===== src/rtl/stl_multichannel_framer.sv =====
// stl_multichannel_framer
//   Bridges a UART byte stream and NUM_CHANNELS fixed-size packet endpoints.
//   Frames in both directions are: one header byte (channel id), then
//   PACKET_BYTES payload bytes, payload byte 0 first.
//
// Ports:
//   clk, reset_n                 clock, async active-low reset
//   in_valid/in_ready/in_data    inbound bytes from the UART handler
//   out_valid/out_ready/out_data outbound response bytes to the UART handler
//   pkt_valid/pkt_ready          per-channel inbound packet handshake
//   pkt_data                     inbound packet, shared by all channels
//   rsp_valid/rsp_ready          per-channel response packet handshake
//   rsp_data                     channel c response at [c*PW +: PW]
//   err_bad_channel              pulse: header byte >= NUM_CHANNELS accepted
//   err_timeout                  pulse: partial inbound frame discarded
module stl_multichannel_framer #(
  parameter int unsigned PACKET_BYTES   = 16,
  parameter int unsigned NUM_CHANNELS   = 2,
  parameter int unsigned TIMEOUT_CYCLES = 100000
) (
  input  logic                                   clk,
  input  logic                                   reset_n,
  input  logic                                   in_valid,
  output logic                                   in_ready,
  input  logic [7:0]                             in_data,
  output logic                                   out_valid,
  input  logic                                   out_ready,
  output logic [7:0]                             out_data,
  output logic [NUM_CHANNELS-1:0]                pkt_valid,
  input  logic [NUM_CHANNELS-1:0]                pkt_ready,
  output logic [PACKET_BYTES*8-1:0]              pkt_data,
  input  logic [NUM_CHANNELS-1:0]                rsp_valid,
  output logic [NUM_CHANNELS-1:0]                rsp_ready,
  input  logic [NUM_CHANNELS*PACKET_BYTES*8-1:0] rsp_data,
  output logic                                   err_bad_channel,
  output logic                                   err_timeout
);

  localparam int unsigned PW  = PACKET_BYTES * 8;
  localparam int unsigned CHW = (NUM_CHANNELS > 1) ? $clog2(NUM_CHANNELS) : 1;
  localparam int unsigned CW  = (PACKET_BYTES > 1) ? $clog2(PACKET_BYTES) : 1;
  localparam int unsigned TW  = $clog2(TIMEOUT_CYCLES);

  localparam logic [NUM_CHANNELS-1:0] CH_ONE    = NUM_CHANNELS'(1);
  localparam logic [CW-1:0]           LAST_BYTE = CW'(PACKET_BYTES - 1);
  localparam logic [TW-1:0]           IDLE_MAX  = TW'(TIMEOUT_CYCLES - 1);

  typedef enum logic [1:0] {RX_HDR, RX_PAYLOAD, RX_DROP, RX_DELIVER} rx_state_t;
  typedef enum logic [1:0] {TX_IDLE, TX_HDR, TX_PAYLOAD} tx_state_t;

  // ---------------------------------------------------------------- RX path
  rx_state_t       rx_state;
  logic [CHW-1:0]  rx_ch;
  logic [CW-1:0]   rx_cnt;
  logic [TW-1:0]   rx_idle;
  logic            accept;

  assign accept = in_valid && in_ready;

  always_ff @(posedge clk or negedge reset_n) begin
    if (!reset_n) begin
      rx_state        <= RX_HDR;
      rx_ch           <= '0;
      rx_cnt          <= '0;
      rx_idle         <= '0;
      in_ready        <= 1'b0;
      pkt_valid       <= '0;
      pkt_data        <= '0;
      err_bad_channel <= 1'b0;
      err_timeout     <= 1'b0;
    end else begin
      err_bad_channel <= 1'b0;
      err_timeout     <= 1'b0;
      unique case (rx_state)
        RX_HDR: begin
          in_ready <= 1'b1;
          if (accept) begin
            rx_cnt  <= '0;
            rx_idle <= '0;
            if (32'(in_data) < NUM_CHANNELS) begin
              rx_ch    <= CHW'(in_data);
              rx_state <= RX_PAYLOAD;
            end else begin
              err_bad_channel <= 1'b1;
              rx_state        <= RX_DROP;
            end
          end
        end
        // PAYLOAD and DROP share counting and timeout; only PAYLOAD stores bytes
        RX_PAYLOAD, RX_DROP: begin
          if (accept) begin
            rx_idle <= '0;
            if (rx_state == RX_PAYLOAD) begin
              for (int unsigned k = 0; k < PACKET_BYTES; k++) begin
                if (32'(rx_cnt) == k) pkt_data[k*8 +: 8] <= in_data;
              end
            end
            if (rx_cnt == LAST_BYTE) begin
              rx_cnt <= '0;
              if (rx_state == RX_PAYLOAD) begin
                rx_state  <= RX_DELIVER;
                in_ready  <= 1'b0;
                pkt_valid <= CH_ONE << rx_ch;
              end else begin
                rx_state <= RX_HDR;
              end
            end else begin
              rx_cnt <= rx_cnt + 1'b1;
            end
          end else if (rx_idle == IDLE_MAX) begin
            rx_idle     <= '0;
            rx_cnt      <= '0;
            rx_state    <= RX_HDR;
            err_timeout <= 1'b1;
          end else begin
            rx_idle <= rx_idle + 1'b1;
          end
        end
        RX_DELIVER: begin
          if (pkt_ready[rx_ch]) begin
            pkt_valid <= '0;
            in_ready  <= 1'b1;
            rx_state  <= RX_HDR;
          end
        end
        default: rx_state <= RX_HDR;
      endcase
    end
  end

  // ---------------------------------------------------------------- TX path
  tx_state_t       tx_state;
  logic [CHW-1:0]  rr_ptr;
  logic [CW-1:0]   tx_cnt;
  logic [PW-1:0]   tx_shift;
  logic            tx_live;
  logic            grant_found;
  logic [CHW-1:0]  grant;
  logic [PW-1:0]   sel_data;

  // Round-robin: first requester strictly after the last granted channel
  always_comb begin
    grant_found = 1'b0;
    grant       = '0;
    for (int unsigned i = 1; i <= NUM_CHANNELS; i++) begin
      if (!grant_found && rsp_valid[CHW'((32'(rr_ptr) + i) % NUM_CHANNELS)]) begin
        grant_found = 1'b1;
        grant       = CHW'((32'(rr_ptr) + i) % NUM_CHANNELS);
      end
    end
  end

  always_comb begin
    sel_data = '0;
    for (int unsigned c = 0; c < NUM_CHANNELS; c++) begin
      if (32'(grant) == c) sel_data = rsp_data[c*PW +: PW];
    end
  end

  // tx_live keeps rsp_ready low while reset is held and until the first edge
  always_comb begin
    rsp_ready = '0;
    if (tx_live && tx_state == TX_IDLE && grant_found) rsp_ready = CH_ONE << grant;
  end

  always_ff @(posedge clk or negedge reset_n) begin
    if (!reset_n) begin
      tx_state  <= TX_IDLE;
      rr_ptr    <= CHW'(NUM_CHANNELS - 1);
      tx_cnt    <= '0;
      tx_shift  <= '0;
      tx_live   <= 1'b0;
      out_valid <= 1'b0;
      out_data  <= '0;
    end else begin
      tx_live <= 1'b1;
      unique case (tx_state)
        TX_IDLE: begin
          if (tx_live && grant_found) begin
            tx_shift  <= sel_data;
            rr_ptr    <= grant;
            tx_cnt    <= '0;
            out_valid <= 1'b1;
            out_data  <= 8'(grant);
            tx_state  <= TX_HDR;
          end
        end
        TX_HDR: begin
          if (out_ready) begin
            out_data <= tx_shift[7:0];
            tx_shift <= tx_shift >> 8;
            tx_state <= TX_PAYLOAD;
          end
        end
        TX_PAYLOAD: begin
          if (out_ready) begin
            if (tx_cnt == LAST_BYTE) begin
              out_valid <= 1'b0;
              out_data  <= '0;
              tx_state  <= TX_IDLE;
            end else begin
              tx_cnt   <= tx_cnt + 1'b1;
              out_data <= tx_shift[7:0];
              tx_shift <= tx_shift >> 8;
            end
          end
        end
        default: tx_state <= TX_IDLE;
      endcase
    end
  end

endmodule

===== config.mk =====
export PLATFORM = sky130hd
export DESIGN_NAME = stl_multichannel_framer
export DESIGN_NICKNAME = d
export VERILOG_FILES = /design/src/rtl/stl_multichannel_framer.sv
export SDC_FILE = /design/constraint.sdc
export NUM_CORES = 1
export LEC_CHECK = 0
export BUFFER_PORTS_ARGS = -buffer_cell sky130_fd_sc_hd__buf_2
export CAP_MARGIN = 15
export CORE_ASPECT_RATIO = 1.75
export CORE_MARGIN = 1.5
export CORE_UTILIZATION = 53
export DETAILED_ROUTE_END_ITERATION = 6
export PLACE_DENSITY = 0.78
export SLEW_MARGIN = 20
export SYNTH_ARGS = -nofsm -noshare
export SYNTH_HDL_FRONTEND = slang
export SYNTH_SLANG_ARGS = --single-unit

===== constraint.sdc =====
create_clock -name clk -period 2.55 [get_ports clk]
set_input_delay 0.3825 -clock clk [delete_from_list [all_inputs] [get_ports clk]]
set_output_delay 0.3825 -clock clk [all_outputs]
set_load 0.005 [all_outputs]

Word-level counts from Yosys, hierarchy flattened
Index checks and enable logic that the tools add are counted.
{"block": "op_classes", "n_lt_le_gt_ge": 4, "add_sub_neg": 5, "n_reduce_logical": 42, "n_eq_ne": 34, "shifts": 2, "mux": 67}
{"cell": "128-bit 2-to-1 mux", "n": 5}
{"cell": "128-bit case mux with 3 select lines", "n": 1}
{"cell": "4-bit AND reduction", "n": 22}
{"cell": "17-bit 2-to-1 mux", "n": 3}
{"cell": "4-bit == test, second input constant", "n": 9}
{"cell": "17-bit case mux with 2 select lines", "n": 1}
{"cell": "8-bit 2-to-1 mux", "n": 4}
{"cell": "2-bit 2-to-1 mux", "n": 15}
{"cell": "4-bit 2-to-1 mux", "n": 7}
{"cell": "8-bit case mux with 3 select lines", "n": 1}
{"cell": "1-bit 2-to-1 mux", "n": 23}
{"cell": "2-bit inequality test, second input constant", "n": 9}
{"cell": "17-bit by 1-bit adder with 17-bit output, second input constant", "n": 1}
{"cell": "17-bit == test, second input constant", "n": 1}
{"cell": "4-bit by 3-bit == test with 1-bit output, second input constant", "n": 4}
{"cell": "4-bit case mux with 2 select lines", "n": 2}
{"cell": "2-bit case mux with 3 select lines", "n": 2}
{"cell": "5-bit AND reduction", "n": 2}
{"cell": "4-bit by 1-bit adder with 4-bit output, second input constant", "n": 2}
{"cell": "4-bit by 2-bit == test with 1-bit output, second input constant", "n": 2}
{"cell": "8-bit by 2-bit < comparator with 1-bit output, second input constant", "n": 1}
{"cell": "2-bit == test, second input constant", "n": 3}
{"cell": "1-bit by 2-bit < comparator with 1-bit output, second input constant", "n": 3}
{"cell": "3-bit inequality test, second input constant", "n": 2}
{"cell": "other kinds (17)", "n": 29}
{"block": "word_totals", "reg_bits": 302, "wordCells": 185, "output_inout_bits": 144, "input_bits": 272}

Logic depth before layout (Yosys ltp)
{"block": "logic_depth", "ltp_word": 10, "mapped_depth": 9, "depth_no_buf": 6}

Worst setup path after synthesis
OpenSTA, ideal clock, no wires.
{"block": "synth_path", "path_type": "reg2reg", "from": "reg rx_state[0]", "to": "reg pkt_data[24]", "setup_slack_ps": 550, "t_required_ps": 2425, "t_arrival_ps": 1876, "n_path_buf": 2, "setup_time_ps": 125, "stages_incl_launch_ff": 9, "synth_period_minus_slack_ps": 2000, "path_cell_list": "dfrtp_1 -> inv_1 -> ha_1 -> and3_1 -> buf_4 -> and3_1 -> buf_4 -> nand2_2 -> mux2_2"}
{"block": "synth_via", "elab_chain_cells": 3, "elab_cells_between_ends": 4, "classes_between": "eq/ne: 2; reduce/logical: 2"}
{"item": "start: declaration", "line": "52", "text": "rx_state_t rx_state;"}
{"item": "start signal: assignment", "line": "62", "text": "rx_state <= RX_HDR;"}
{"item": "start signal: assignment", "line": "82", "text": "rx_state <= RX_PAYLOAD;"}
{"item": "start signal: assignment", "line": "85", "text": "rx_state <= RX_DROP;"}
{"item": "2-bit by 1-bit == test with 1-bit output or 2-bit == test (tied branches)", "line": "74, 93"}
{"item": "2-bit OR reduction", "line": "74", "text": "unique case (rx_state)"}
{"item": "4-bit AND reduction (no line) (*)"}
{"item": "end signal: indexed assignment", "line": "95", "text": "if (32'(rx_cnt) == k) pkt_data[k*8 +: 8] <= in_data;"}
{"item": "end: declaration", "line": "31", "text": "output logic [PACKET_BYTES*8-1:0] pkt_data,"}
Every way passes the cells marked *; elsewhere a longest branch is shown, timed or not.
A chain may end at the register's enable or synchronous reset.

Worst setup path in the final report
{"block": "layout_path", "from": "reg rr_ptr", "to": "out rsp_ready[1]"}
{"block": "layout_via", "elab_chain_cells": 9, "elab_cells_between_ends": 15, "classes_between": "add/sub: 2; shift: 1; mux: 9; reduce/logical: 3"}
{"item": "start: declaration", "line": "133", "text": "logic [CHW-1:0] rr_ptr;"}
{"item": "start signal: assignment", "line": "169", "text": "rr_ptr <= CHW'(NUM_CHANNELS - 1);"}
{"item": "start signal: assignment", "line": "181", "text": "rr_ptr <= grant;"}
{"item": "1-bit adder", "line": "146, 148"}
{"item": "1-bit 2-to-1 mux (implied by the code) (2 in series)", "line": "146", "text": "if (!grant_found && rsp_valid[CHW'((32'(rr_ptr) + i) % NUM_CHANNELS)]) begin"}
{"item": "1-bit 2-to-1 mux", "line": "146"}
{"item": "1-bit logical NOT", "line": "146"}
{"item": "1-bit logical AND", "line": "146"}
{"item": "1-bit 2-to-1 mux", "line": "146"}
{"item": "1-bit by 1-bit << shifter with 2-bit output or 1-bit logical AND (tied branches)", "line": "163", "text": "if (tx_live && tx_state == TX_IDLE && grant_found) rsp_ready = CH_ONE << grant;"}
{"item": "2-bit 2-to-1 mux (*)", "line": "163"}
{"item": "end: declaration", "line": "33", "text": "output logic [NUM_CHANNELS-1:0] rsp_ready,"}
Every way passes the cells marked *; elsewhere a longest branch is shown, timed or not. The select of a mux whose other input is x is not followed.

==> flow_summary.yaml <==
outcome:
  status: "finished, final reports clean"
die:
  num_io_pins: 416
  rows: 81
  die_w_microns: 130
  die-height_microns: 225
  dieArea_sq_um: 29200
  core_sq_um: 27900
  start_util: 0.536
place:
  io_buffer_count: 415
  dp_cells: 2020
  pre_cts_slack_ps: 263
  gp_congestion: 0.845
  placed_area_sq_um: 17500
  place_hpwl_microns: 30700
clock_tree:
  numCtsBuffers: 28
  cts_max_path_buffers: 3
  clock_latency_ps: 560
  clockRootBuffer: "clkbuf_16"
  post-cts-setup-buffer-count: 0
  h-tree-depth: 1
  cts.sinks: 302
  clk_pin_slew_worst_paths_ps: 70
  cts_tree: "yes"
worst_setup_path:
  start_kind: "register"
  crit_path_end: "rsp_ready[1]"
  r2r-end: "pkt_data[38]$_DFFE_PN0P_"
  worstReg2RegStart: "rx_state[0]$_DFFE_PN0P_"
  crit_type: "reg -> out"
  crit_path_end_kind: "output port"
  cp_num_buf_inv: 2
  slowest_delay_ps: 550
  rrSetupSlack_ps: 260
  r2r_cells: 6
  crit_family: "buffers and inverters"
  crit_chain: "a21bo_4 -> buf_4 -> nor2_1 -> buf_2"
  cpMaxStageDelayCell: "dfstp_2"
  critical_path_required_ps: 2170
  cp_max_fo: 29
  worstSetupPathDepth: 4
  worstPathArrival_ps: 2020
  startpoint: "rr_ptr$_DFFE_PN1P_"
yosys:
  yosys.area_share.adder: 0.0126
  syn_area_sq_um: 14900
  synth-main-ff-cell: "dfrtp_1"
  synthMuxAreaShare: 0.282
  yosysSeqAreaShare: 0.506
  synth_simple_gate_area_frac: 0.0812
  ys_warn_count: 0
  synth-edff-count: 0
  synth_top_family_by_area: "multiplexers"
  synth-compound-area-share: 0.0816
  async_flop_share: 1.00
  synth.distinct_cells: 63
  ys_ff_latch: 302
  synthCells: 1262
  synth_xor_area_frac: 0.000586
  synth_nets: 1549
  syn-mean-instance-area_sq_um: 11.8
min_path:
  hold_depth: 4
  min_path_type: "in -> reg"
detailed_routing:
  drtIter0Drc: 542
  avgRoutedWirePerCell_microns: 19.6
  viasPerCell: 5.52
  first_pass_iters: 6
  vias: 11400
  ant_nets: 0
  wl_microns: 40600
  drc: 0
sta:
  tns_ps: 0
  tightestPinTransition_ps: 652
  min_period_ps: 2400
  fmax_mhz: 417
  clock-skew-final_ps: 21.8
  max_slew_margin: 0.564
  finalSetupViolCount: 0
  slew_violations: 0
  layout_setup_ws_ps: 151
  fin_crit_sh: 0.941
  hold_viol: 0
  rsz0062_at_grt: "false"
global_route:
  grt_pass1_wl_microns: 61400
  grt_max_degree: 68
  grt-ovfl-total: 0
  grt_pass1_vias: 11900
  antenna_found_initial: 2
  grt_usage: 0.274
finish:
  fin_nets: 1965
  stdcell_area_sq_um: 18600
  area_delta_synth_final_pct: 24.3
  finalCoreUtilization: 0.666
  most-common-layout-cells: "buf_2 (414), dfrtp_1 (301), mux2_2 (230), nand2_1 (155), o21ai_0 (129)"
  final_common_cell: "buf_2"
  drive_above_1_share: 0.458
  layout.cells.non_filler: 2073
  diodes: 0
run:
  drv_cap: 0
power_and_ir_drop:
  ir_worst_vdd_uv: 650
  p_per_area_nw_per_um2: 1030
  power.leakage_nw: 9.77
==> sequential cells by signal, indices dropped and copies added, names as in the netlist <==
signal,flops
rx_cnt,4
tx_cnt,4
rr_ptr,1
in_ready,1
tx_state,2
rx_idle,17
err_timeout,1
out_data,8
pkt_data,128
tx_shift,128
err_bad_channel,1
pkt_valid,2
out_valid,1
rx_state,2
rx_ch,1
tx_live,1
==> timing repair <==
action,4_1_cts,5_1_grt
hold buffers,1,0
hold endpoints to repair,60,0
gates resized for setup,0,0
==> cell type report <==
type,count,area [sq um]
clock buffers,40,847
clock inverters,12,178
fillers,2132,9300
inverters,21,78.8
multi-input cells,863,6870
flip-flops and latches,302,7560
well taps,373,467
repair buffers,462,2570
==> per-layer routing <==
layer  GRT usage  vias up  share of wire
met3      0.0496       89          0.060
met4       0.126        4          0.043
li1            -     5310              -
met5           0        -        0.00064
met2       0.524      411           0.55
met1       0.282     5626           0.35
==> how the worst min path moves through the flow <==
stage	startpoint	endpoint	slack (ps)
after floorplan	reset_n	err_bad_channel$_DFF_PN0_	90
after global placement	reset_n	tx_shift[63]$_DFFE_PN0P_	390
after detailed placement	reset_n	tx_shift[63]$_DFFE_PN0P_	400
after CTS	rsp_data[18]	tx_shift[18]$_DFFE_PN0P_	220
after global routing	rsp_data[18]	tx_shift[18]$_DFFE_PN0P_	260
final	rsp_data[18]	tx_shift[18]$_DFFE_PN0P_	240
==> tightest hold or removal path: stages <==
cell     delay (ps)
buf_2            80
mux2i_1          50
o21ai_0         120
mux2_1          120
==> power by group <==
part	switching [mW]	internal (mW)
Clock	1.84	2.72
Combinational	4.05	3.72
Sequential	0.714	6.07
==> synth_stat cells, types with 11 or more instances <==
| cell type | n | area, sq um |
|---|---|---|
| buf_4 | 21 | 158 |
| nand2_1 | 155 | 582 |
| inv_1 | 21 | 78.8 |
| o21ai_0 | 129 | 646 |
| mux2i_1 | 127 | 1270 |
| dfrtp_1 | 301 | 7530 |
| clkbuf_1 | 33 | 124 |
| nand2_2 | 13 | 81.3 |
| ha_1 | 15 | 188 |
| mux2_1 | 30 | 338 |
| buf_6 | 11 | 124 |
| a21oi_1 | 20 | 100 |
| mux2_2 | 230 | 2590 |
| nand3_1 | 15 | 75.1 |
| nor2_1 | 18 | 67.6 |
==> metrics by stage <==
| stage | total power, mW | hold WS (ps) |
|---|---|---|
| 2_1_floorplan | 12.4 | 86.9 |
| 3_3_place_gp | 14.3 | 388 |
| 3_5_place_dp | 14.6 | 396 |
| 4_1_cts | 19.3 | 218 |
| 5_1_grt | 20.3 | 257 |
| 6_report | 19.1 | 244 |
==> cells by family (layout without fill, tap and decap cells) <==
logic type | count (synthesis) | after routing
muxes | 388 | 388
DFF | 302 | 302
and+or+nand+nor | 249 | 249
AOI/OAI and AO/OA | 209 | 209
buffers and inverters | 97 | 535
adders and majority gates | 15 | 15
other | 1 | 1
xor gates and xnor gates | 1 | 1
(Power assumes the default switching activity.)
